--- src/rtl/pcm_sample_fetch.sv ---
// Sample-period PCM fetcher: once per SAMPLE_DIV cycles reads one 8-bit sample at the
// generator's address, publishes it as current_value, pulses count, and drives an 8-bit PWM.
module pcm_sample_fetch #(
    parameter int unsigned SAMPLE_DIV = 6250,
    parameter int unsigned TIMEOUT    = 255
) (
    input  logic        clk,
    input  logic        reset,
    input  logic        play,
    input  logic [21:0] endereco,
    output logic [21:0] mem_addr,
    output logic        mem_rd,
    input  logic        mem_ack,
    input  logic [7:0]  mem_data,
    output logic        count,
    output logic [7:0]  current_value,
    output logic        pwm_out,
    output logic        overrun,
    output logic        mem_err,
    output logic [1:0]  dbg_state
);

    typedef enum logic [1:0] {
        ST_IDLE = 2'd0,
        ST_REQ  = 2'd1,
        ST_DONE = 2'd2
    } state_e;

    localparam logic [15:0] DIV_LAST = 16'(SAMPLE_DIV - 1);
    localparam logic [7:0]  TO_LAST  = 8'(TIMEOUT - 1);

    state_e      state_q, state_d;
    logic [15:0] div_q, div_d;
    logic [7:0]  to_cnt_q, to_cnt_d;
    logic [21:0] addr_q, addr_d;
    logic [7:0]  value_q, value_d;
    logic        overrun_q, overrun_d;
    logic        err_q, err_d;
    logic [7:0]  pwm_cnt_q, pwm_cnt_d;
    logic [7:0]  pwm_level_q, pwm_level_d;
    logic        pwm_out_q, pwm_out_d;
    logic        tick;

    // Divider: held at 0 while stopped, so the first tick lands SAMPLE_DIV cycles after play rises.
    always_comb begin
        tick  = play && (div_q == DIV_LAST);
        div_d = div_q;
        if (!play) begin
            div_d = '0;
        end else if (tick) begin
            div_d = '0;
        end else begin
            div_d = div_q + 16'd1;
        end
    end

    // Memory handshake: mem_rd is a request held with a stable mem_addr until the cycle mem_ack
    // is seen high (mem_data valid in that same cycle) or the timeout expires; acks while
    // mem_rd is low carry no meaning and are ignored.
    always_comb begin
        state_d   = state_q;
        addr_d    = addr_q;
        to_cnt_d  = to_cnt_q;
        value_d   = value_q;
        overrun_d = overrun_q;
        err_d     = err_q;

        case (state_q)
            ST_IDLE: begin
                if (tick) begin
                    addr_d   = endereco;
                    to_cnt_d = '0;
                    state_d  = ST_REQ;
                end
            end
            ST_REQ: begin
                if (mem_ack) begin
                    value_d = mem_data;
                    state_d = ST_DONE;
                end else if (to_cnt_q == TO_LAST) begin
                    err_d   = 1'b1;
                    state_d = ST_IDLE;
                end else begin
                    to_cnt_d = to_cnt_q + 8'd1;
                end
            end
            ST_DONE: begin
                state_d = ST_IDLE;
            end
            default: begin
                state_d = ST_IDLE;
            end
        endcase

        // A tick that finds a fetch in flight is dropped and only flagged.
        if (tick && (state_q != ST_IDLE)) begin
            overrun_d = 1'b1;
        end
    end

    // PWM level reloads only at the period boundary so a duty change never splits a period.
    always_comb begin
        pwm_cnt_d   = pwm_cnt_q + 8'd1;
        pwm_level_d = pwm_level_q;
        if (pwm_cnt_q == 8'hFF) begin
            pwm_level_d = value_q;
        end
        pwm_out_d = (pwm_cnt_q < pwm_level_q);
    end

    always_ff @(posedge clk or negedge reset) begin
        if (!reset) begin
            state_q     <= ST_IDLE;
            div_q       <= '0;
            to_cnt_q    <= '0;
            addr_q      <= '0;
            value_q     <= '0;
            overrun_q   <= 1'b0;
            err_q       <= 1'b0;
            pwm_cnt_q   <= '0;
            pwm_level_q <= '0;
            pwm_out_q   <= 1'b0;
        end else begin
            state_q     <= state_d;
            div_q       <= div_d;
            to_cnt_q    <= to_cnt_d;
            addr_q      <= addr_d;
            value_q     <= value_d;
            overrun_q   <= overrun_d;
            err_q       <= err_d;
            pwm_cnt_q   <= pwm_cnt_d;
            pwm_level_q <= pwm_level_d;
            pwm_out_q   <= pwm_out_d;
        end
    end

    assign mem_addr      = addr_q;
    assign mem_rd        = (state_q == ST_REQ);
    assign count         = (state_q == ST_DONE);
    assign current_value = value_q;
    assign pwm_out       = pwm_out_q;
    assign overrun       = overrun_q;
    assign mem_err       = err_q;
    assign dbg_state     = state_q;

endmodule

--- config.mk ---
export PLATFORM = sky130hd
export DESIGN_NAME = pcm_sample_fetch
export DESIGN_NICKNAME = d
export VERILOG_FILES = /design/src/rtl/pcm_sample_fetch.sv
export SDC_FILE = /design/constraint.sdc
export NUM_CORES = 1
export LEC_CHECK = 0
export CAP_MARGIN = 30
export CORE_MARGIN = 1
export CORE_UTILIZATION = 50
export DETAILED_ROUTE_END_ITERATION = 10
export PLACE_DENSITY_LB_ADDON = 0.2
export SETUP_SLACK_MARGIN = 0.2
export SKIP_LAST_GASP = 1
export SLEW_MARGIN = 20
export SYNTH_ARGS = -nofsm -noshare
export SYNTH_HDL_FRONTEND = slang
export SYNTH_SLANG_ARGS = --single-unit
--- constraint.sdc ---
create_clock -name clk -period 5.6 [get_ports clk]
set_clock_uncertainty 0.1 [all_clocks]
set_input_delay 1.12 -clock clk [delete_from_list [all_inputs] [get_ports clk]]
set_output_delay 1.12 -clock clk [all_outputs]
set_load 0.005 [all_outputs]
== Yosys cells after proc, flatten, opt, wreduce, memory -nomap -nowiden ==
Index checks and enable logic that the tools add are counted.

* Order comparisons: 1
* Add/subtract/negate cells: 3
* Equal/unequal tests: 9
* Bitwise logic cells: 1
* Reductions and logical operators: 10
* Multiplexer cells: 10

{| class="wikitable"
|+ Operators with widths
! cell !! count
|-
| $mux W16 || 2
|-
| $mux W8 || 3
|-
| $add A16 B1 Y16 const B || 1
|-
| $add A8 B1 Y8 const B || 2
|-
| $eq A16 B13 Y1 const B || 1
|-
| $eq A8 B8 Y1 const B || 2
|-
| $pmux W8 S2 || 1
|-
| $lt A8 B8 Y1 || 1
|-
| $mux W2 || 3
|-
| $ne A2 B2 Y1 const B || 3
|-
| $reduce_and A2 Y1 || 3
|-
| $pmux W2 S2 || 1
|-
| $reduce_and A4 Y1 || 1
|-
| $reduce_bool A2 Y1 || 2
|-
| $ne A3 B1 Y1 const B || 1
|-
| $reduce_and A3 Y1 || 1
|-
| $eq A2 B1 Y1 const B || 1
|-
| $eq A2 B2 Y1 const B || 1
|-
| $logic_and A1 B1 Y1 || 2
|-
| $logic_not A2 Y1 || 1
|-
| $not A1 Y1 || 1
|}

* Output and inout bits: 37
* Word-level logic and storage cells: 44
* Bits of input ports: 34
* Register bits: 75

== Logic depth before layout (Yosys ltp) ==
* Depth in word-level cells: 4
* Mapped depth: 7
* Mapped depth without buffers: 7

== Least setup slack after synthesis ==
No wires, ideal clock.

* Kind: input port to flip-flop
* Start: in play
* End: reg addr_q[10] (netlist: mem_addr[10])
* Path buffers: 1
* Arrival: 2.190 ns
* Slack: 3.185 ns
* Stages: 5
* Cells stage by stage: and4bb_1 nand4_4 nor2_8 buf_12 mux2_4

* Word-level cells in the longest chain between the ends: 2

{| class="wikitable"
|+ RTL lines
! what !! RTL line !! text
|-
| start: declaration || 9 || <nowiki>input logic play,</nowiki>
|-
| $logic_and A1 B1 Y1 || 46 || <nowiki>tick = play && (div_q == DIV_LAST);</nowiki>
|-
| $reduce_and A2 Y1 (no source line) || - ||
|-
| end signal: assignment || 127 || <nowiki>addr_q <= addr_d;</nowiki>
|-
| end: declaration || 35 || <nowiki>logic [21:0] addr_q, addr_d;</nowiki>
|}

Every way passes these cells.
A chain may end at the register's enable or synchronous reset.

== Final worst setup path ==
* Start: reg state_q[0] (netlist: dbg_state[0])
* End: out mem_rd

* Word-level cells in the longest chain between the ends: 1

{| class="wikitable"
|+ RTL lines
! what !! RTL line !! text
|-
| start: declaration || 32 || <nowiki>state_e state_q, state_d;</nowiki>
|-
| start signal: assignment || 124 || <nowiki>state_q <= state_d;</nowiki>
|-
| $eq A2 B1 Y1 || 138 || <nowiki>assign mem_rd = (state_q == ST_REQ);</nowiki>
|-
| end: declaration || 12 || <nowiki>output logic mem_rd,</nowiki>
|}

Every way passes these cells.

==> summary.log <==
INFO  worst_setup_path reg2reg_from=div_q[1]
INFO  grt            largest_net_degree_at_the_start_of_global_routing=39
INFO  clock_tree     tritoncts=yes
INFO  floorplan      pin_count=71
INFO  power          power_leakage=0.00197uW
INFO  placement      hpwl=4470um
INFO  clock_tree     deepest_level_of_the_cts_h_tree=3
INFO  floorplan      fp.coreArea=6460um2
INFO  yosys          yosys.cell_types.count=38
INFO  yosys          syn_nets=319
INFO  cells_and_area layout.cells.most_common_list=75 x dfrtp_1, 69 x clkdlybuf4s50_1, 32 x nor2_1
INFO  cells_and_area layout-area-overhead-vs-synth=28.5%
INFO  yosys          ys_dominant_reg_cell=dfrtp_1
INFO  power          net_switching_share_of_the_total_power=21.6%
INFO  worst_setup_path startpoint_kind_of_the_worst_setup_timing_path=register
INFO  clock_tree     post_cts.repair.setup_buffers=0
INFO  cells_and_area share_of_post_route_cells_with_drive_strength_above_1=16.5%
INFO  power          power.ir.vdd_worst=0.000164V
INFO  yosys          async_reset_ff_share=100%
INFO  routing        m1WireLength=3030um
INFO  floorplan      die-area=7100um2
INFO  hold_path      hold_path_end=mem_err
INFO  worst_setup_path criticalPathCategory=register to output pin
INFO  power          tot_pwr=999uW
INFO  cells_and_area insertedDiodeCount=0
INFO  routing        avgViaCountPerCell=5.25
INFO  clock_tree     cts.root.buffer_cell=clkbuf_8
INFO  worst_setup_path worstReg2RegEnd=mem_addr[4]
INFO  placement      gpl.final_weighted_congestion=0.734
INFO  yosys          postSynthCellCount=273
INFO  sta            final.period_utilization=51.7%
INFO  yosys          synth_seq_cells=75
INFO  power          share_comb_of_total_power=4.2%
INFO  worst_setup_path timing.critical_path.to_type=output pin
INFO  worst_setup_path critical_path_required=4.38ns
INFO  sta            fin_tns_setup=0ns
INFO  clock_tree     reg_clk_slew_reported_paths=0.07ns
INFO  hold_path      hold-path-cell-count=1
INFO  routing        routedWlPerCell=15.0um
INFO  cells_and_area layout_commonest_cell=dfrtp_1
INFO  yosys          netlist.top_cell.by_area=dfrtp_1
INFO  run_status     violations=DRC
INFO  yosys          syn_area_per_cell=12.4um2
INFO  sta            maxClockFrequency=0.346GHz
INFO  floorplan      initial_core_util=52.4%
INFO  clock_tree     cts_sinks=75
INFO  clock_tree     cts_hold_repair.buffers=0
INFO  sta            rsz0062_at_grt=no
INFO  routing        drt_iter0_drc=75
INFO  worst_setup_path worst-r2r-setup-slack=3.41ns
INFO  grt            first_global_vias=2,303
INFO  placement      io_buffer_count=70
INFO  power          power.share.clock=41.2%
INFO  power          power_report.internal_total=783uW
INFO  yosys          yosys.area.top_type_share=55.4%
INFO  yosys          seq_area_frac_synth=55.4%
INFO  grt            antenna_found_initial=0
INFO  power          p_per_area=230nW/um2
INFO  routing        drt-total-wl=6490um
INFO  sta            final.hold.worst_slack=0.370ns
INFO  clock_tree     max-clock-path-buffers=2
INFO  routing        wl_met3=301um
INFO  yosys          synth.yosys.warnings=0
INFO  worst_setup_path critical_path_arrival=1.67ns
INFO  worst_setup_path worstPathMaxFanout=6
INFO  grt            grt-ovfl-total=0
INFO  hold_path      hold_path_startpoint=mem_err
INFO  cells_and_area utilization=67.4%
INFO  routing        vias=2,278
INFO  grt            wire_length_of_the_first_global_routing_pass=11,100um
INFO  worst_setup_path r2r_cells=6
INFO  flow_run       max_cap_viol_count=0
INFO  floorplan      die-height=84.3um
INFO  sta            min_period=2.89ns
INFO  sta            hold_violation_total_from_the_final_report=0
INFO  floorplan      floorplan.die.width=84.3um
INFO  routing        drtAntennaViolNets=0
INFO  sta            setup_viol=0
INFO  yosys          synth.top_cells.by_area=dfrtp_1 55%, mux2_4 7.1%, mux2_2 5.0%
INFO  clock_tree     post_cts_resized=0
INFO  hold_path      hold_class=register to register
INFO  routing        met2RoutedLength=3060um
INFO  clock_tree     number_of_buffers_added_by_the_clock_tree_synthesis_step=9
INFO  routing        top_signal_layer_used=met4
INFO  floorplan      std_cell_rows=29
INFO  run_status     run_status=finished, violations left
INFO  power          power.sequential.fraction=54.6%
INFO  power          netSwitchingPower=216uW
INFO  routing        drc=14
INFO  sta            worst_slew_pin_slew=0.857ns
INFO  routing        dr.pass1.iters=7
INFO  yosys          synth_edf_count=0
INFO  yosys          synth.cell_area=3390um2
INFO  worst_setup_path crit_path_start=dbg_state[0]
INFO  grt            grt.total_usage=20.4%
INFO  clock_tree     clock_insertion_delay_worst_skew=0.35ns
INFO  cells_and_area nNetsFinal=398
INFO  sta            relSlewSlack=42.7%
INFO  sta            timing_max_transition_violations_final=0
## layout make-up
type,count,area (um2)
clock buffer,11,141
clock inverter,5,52.6
fill,512,2110
inverter,14,52.6
multi-input combinational,180,1410
sequential,75,1880
tap,77,96.3
timing repair buffer,72,723
## power groups by stage
stage / clock network [uW] / logic (uW) / registers [uW]
6_report: 411 / 42.3 / 546
5_1_grt: 447 / 47.2 / 546
4_1_cts: 424 / 41.6 / 545
3_5_place_dp: 0 / 41.4 / 556
3_3_place_gp: 0 / 40.6 / 556
2_1_floorplan: 0 / 5.71 / 556
## through the flow
step / setup slack (ns) / std cells / instance area, um2
finish: 2.71 / 434 / 4350
detailed placement: 2.40 / 417 / 4140
CTS: 2.71 / 433 / 4330
global route: 2.58 / 434 / 4350
floorplan: 3.18 / 273 / 3390
global placement: 2.45 / 417 / 4140
## worst max path at each step
| stage | end | slack [ns] | cells past startpoint |
|---|---|---|---|
| 2_1_floorplan | mem_addr[10] | 3.18 | 5 |
| 3_3_place_gp | mem_addr[5] | 2.45 | 5 |
| 3_5_place_dp | mem_addr[4] | 2.40 | 5 |
| 4_1_cts | mem_rd | 2.71 | 3 |
| 5_1_grt | mem_rd | 2.58 | 3 |
| 6_report | mem_rd | 2.71 | 3 |
## Yosys cell counts (all sizes together) (2+ instances only)
master / instances
a21o: 2
a21oi: 7
and3: 4
buf: 3
dfrtp: 75
ha: 12
inv: 14
mux2: 31
nand2: 16
nand3: 14
nand4: 6
nor2: 33
nor3: 2
o21ai: 14
or2: 2
or3: 2
xnor2: 10
xor2: 12
## state kept, by name, summed over array words and instances (netlist names)
name and count:
mem_addr 22, div_q 16, current_value 8, pwm_cnt_q 8, pwm_level_q 8, to_cnt_q 8, dbg_state 2, mem_err 1
overrun 1, pwm_out 1
## cell families (layout without fill, tap and decap cells)
family / count (synthesis) / count (layout) / share of synthesized area (%)
multiplexers: 32 / 32 / 12.4
flip-flops: 75 / 75 / 55.4
AND/OR/NAND/NOR: 85 / 85 / 13.9
AO/OA/AOI/OAI: 29 / 29 / 5.21
buffers and inverters: 18 / 102 / 2.99
XOR/XNOR: 22 / 22 / 5.69
adder cells (fa/ha/maj): 12 / 12 / 4.43
## routing by layer
metal	GRT usage (%)	vias to the layer above
met5	0	-
met3	5.51	9
met4	7.99	0
met2	31.5	64
met1	27.7	1111
li1	-	1094
## worst max-delay path, cell delays in order, from the launching register on
cell and delay [ns]:
dfrtp_1 0.45, inv_1 0.08, nor2_1 0.24, clkdlybuf4s50_1 0.56
No activity file was read; power rests on OpenSTA's default activity.
==> variant: new RTL, same settings <==
`addr_q` and `value_q` no longer have a reset.
--- a/src/rtl/pcm_sample_fetch.sv
+++ b/src/rtl/pcm_sample_fetch.sv
@@ -113,8 +113,6 @@
             state_q     <= ST_IDLE;
             div_q       <= '0;
             to_cnt_q    <= '0;
-            addr_q      <= '0;
-            value_q     <= '0;
             overrun_q   <= 1'b0;
             err_q       <= 1'b0;
             pwm_cnt_q   <= '0;
@@ -124,14 +122,17 @@
             state_q     <= state_d;
             div_q       <= div_d;
             to_cnt_q    <= to_cnt_d;
-            addr_q      <= addr_d;
-            value_q     <= value_d;
             overrun_q   <= overrun_d;
             err_q       <= err_d;
             pwm_cnt_q   <= pwm_cnt_d;
             pwm_level_q <= pwm_level_d;
             pwm_out_q   <= pwm_out_d;
         end
+    end
+
+    always_ff @(posedge clk) begin
+        addr_q  <= addr_d;
+        value_q <= value_d;
     end
 
     assign mem_addr      = addr_q;
Formal check against the unedited RTL: same outputs for any inputs over 10 cycles, from zero or initial values and one cycle with reset low; that may be too few to reach the edited logic, so the function may still have changed.
==> variant against the unedited design <==
Sequential cell count did not move. Total power up 4.5%. Wire length decreased by 5.7%. Design area down 4.3%. Area after synthesis down 6.3%. Via count down 5.1%. Setup slack got worse by 0.17 ns. Synthesized cell count shrank 6.6%.
==> variant: results <==
group,metric,value,unit
final_layout,largest_register_ffs,22,
clock_network,cts-resized-gates,0,
global_routing,first_global_vias,2131,
place,place.gp.congestion,0.846,
synth,async_flop_share,0.600,
outcome,status,"finished, final reports clean",
synth,ys.flop_type,"dfrtp_1",
setup_path,critPathArrivalTime,1.84,ns
synth,seq_area_frac_synth,0.639,
place,dp_hpwl,4340,um
clock_network,cts-root-buf,"clkbuf_8",
hold_path,hp-class,"flip-flop to flip-flop",
route,vias_per_cell,5.23,
global_routing,grt_use_total,0.206,
sta,tightestPinTransition,0.836,ns
synth,synth_area_leaders,"dfrtp_1 35%, edfxtp_1 28%, ha_1 4.7%",
setup_path,crit_family,"buffers and inverters",
synth,synth-edff-count,30,
clock_network,clk_pin_slew,0.08,ns
route,drt_pass1_iterations,4,
setup_path,worst_path_max_delay_cell,"clkdlybuf4s50_1",
synth,yosysUniqueCellTypes,43,
final_layout,diodes,0,
global_routing,grt_pass1_wl,10000,um
clock_network,insertion_delay,0.35,ns
setup_path,r2r_start,"div_q[4]",
final_layout,drive_above_1_share,0.0888,
synth,ys_warn_count,0,
synth,ys_top_cells_by_count,"45 x dfrtp_1, 30 x edfxtp_1, 23 x nand2_1",
setup_path,critPathMaxFanout,8,
setup_path,crit_path_max_incr_delay,0.58,ns
clock_network,cts_setup_buffers,0,
clock_network,h-tree-depth,3,
hold_path,min_path_cells,1,
power,p_sw_frac,0.217,
final_layout,fin_nets,379,
clock_network,cts-buffers-inserted,9,
setup_path,cp-startpoint,"dbg_state[0]",
route,drt-initial-drc-count,131,
global_routing,grt_start_max_net_pins,29,
setup_path,worstRegToRegCells,4,
final_layout,fill_cells,470,
clock_network,clockBufferDepth,2,
place,portBuffers,70,
hold_path,min_from,"pwm_cnt_q[0]",
power,power_leakage,1.65,nW
synth,synthesis.nets,301,
route,drt_wl_total,6120,um
global_routing,grt_antenna_before_repair,0,
power,ir_drop,0.172,mV
variant: stage by stage:
stage	std cells	instance area (um2)	setup WS [ns]	hold slack [ns]	power, W
2_1_floorplan	255	3170	1.83	0.335	0.000593
3_5_place_dp	397	3960	2.48	0.368	0.000625
6_report	413	4170	2.54	0.373	0.00104
3_3_place_gp	396	3940	2.51	0.358	0.000622
5_1_grt	413	4170	2.42	0.413	0.00108
4_1_cts	413	4170	2.51	0.379	0.00105
variant: final timing paths:
kind	end	slack, ns
setup / recovery	mem_rd	2.54
hold / removal	pwm_cnt_q[0]	0.37
setup reg to reg	mem_addr[12]	3.48
hold reg to reg	pwm_cnt_q[0]	0.37
max in group asynchronous	div_q[14]	4.24
min in group asynchronous	pwm_cnt_q[6]	0.63
variant: layout make-up:
class	instances	share of cell area
Tap cell	75	0.0225
Inverter	13	0.0117
Timing Repair Buffer	72	0.174
Clock buffer	10	0.0330
Multi-Input combinational cell	162	0.255
Sequential cell	75	0.487
Clock inverter	6	0.0171
variant: cell families (layout without fill, tap and decap cells):
family | Yosys count | count (layout) | share of synthesized area
AOI/OAI and AO/OA | 32 | 32 | 0.0623
xor gates and xnor gates | 20 | 20 | 0.0552
DFF | 75 | 75 | 0.639
and+or+nand+nor | 96 | 96 | 0.161
adders and majority gates | 12 | 12 | 0.0473
buffers and inverters | 18 | 101 | 0.0276
muxes | 2 | 2 | 0.00789
variant: power groups by stage:
| stage | Combinational (W) | Clock (W) | Sequential [W] |
|---|---|---|---|
| after floorplan | 0.00000638 | 0 | 0.000586 |
| after global placement | 0.0000350 | 0 | 0.000587 |
| after detailed placement | 0.0000374 | 0 | 0.000587 |
| after CTS | 0.0000377 | 0.000438 | 0.000576 |
| after global routing | 0.0000409 | 0.000460 | 0.000576 |
| final | 0.0000368 | 0.000432 | 0.000575 |
variant: per-layer routing:
layer / GRT usage / up-vias / routed length [um]
li1: - / 1063 / -
met1: 0.279 / 1025 / 2870
met2: 0.322 / 62 / 2850
met3: 0.0322 / 12 / 254
met4: 0.109 / 0 / 146
met5: 0 / - / 0
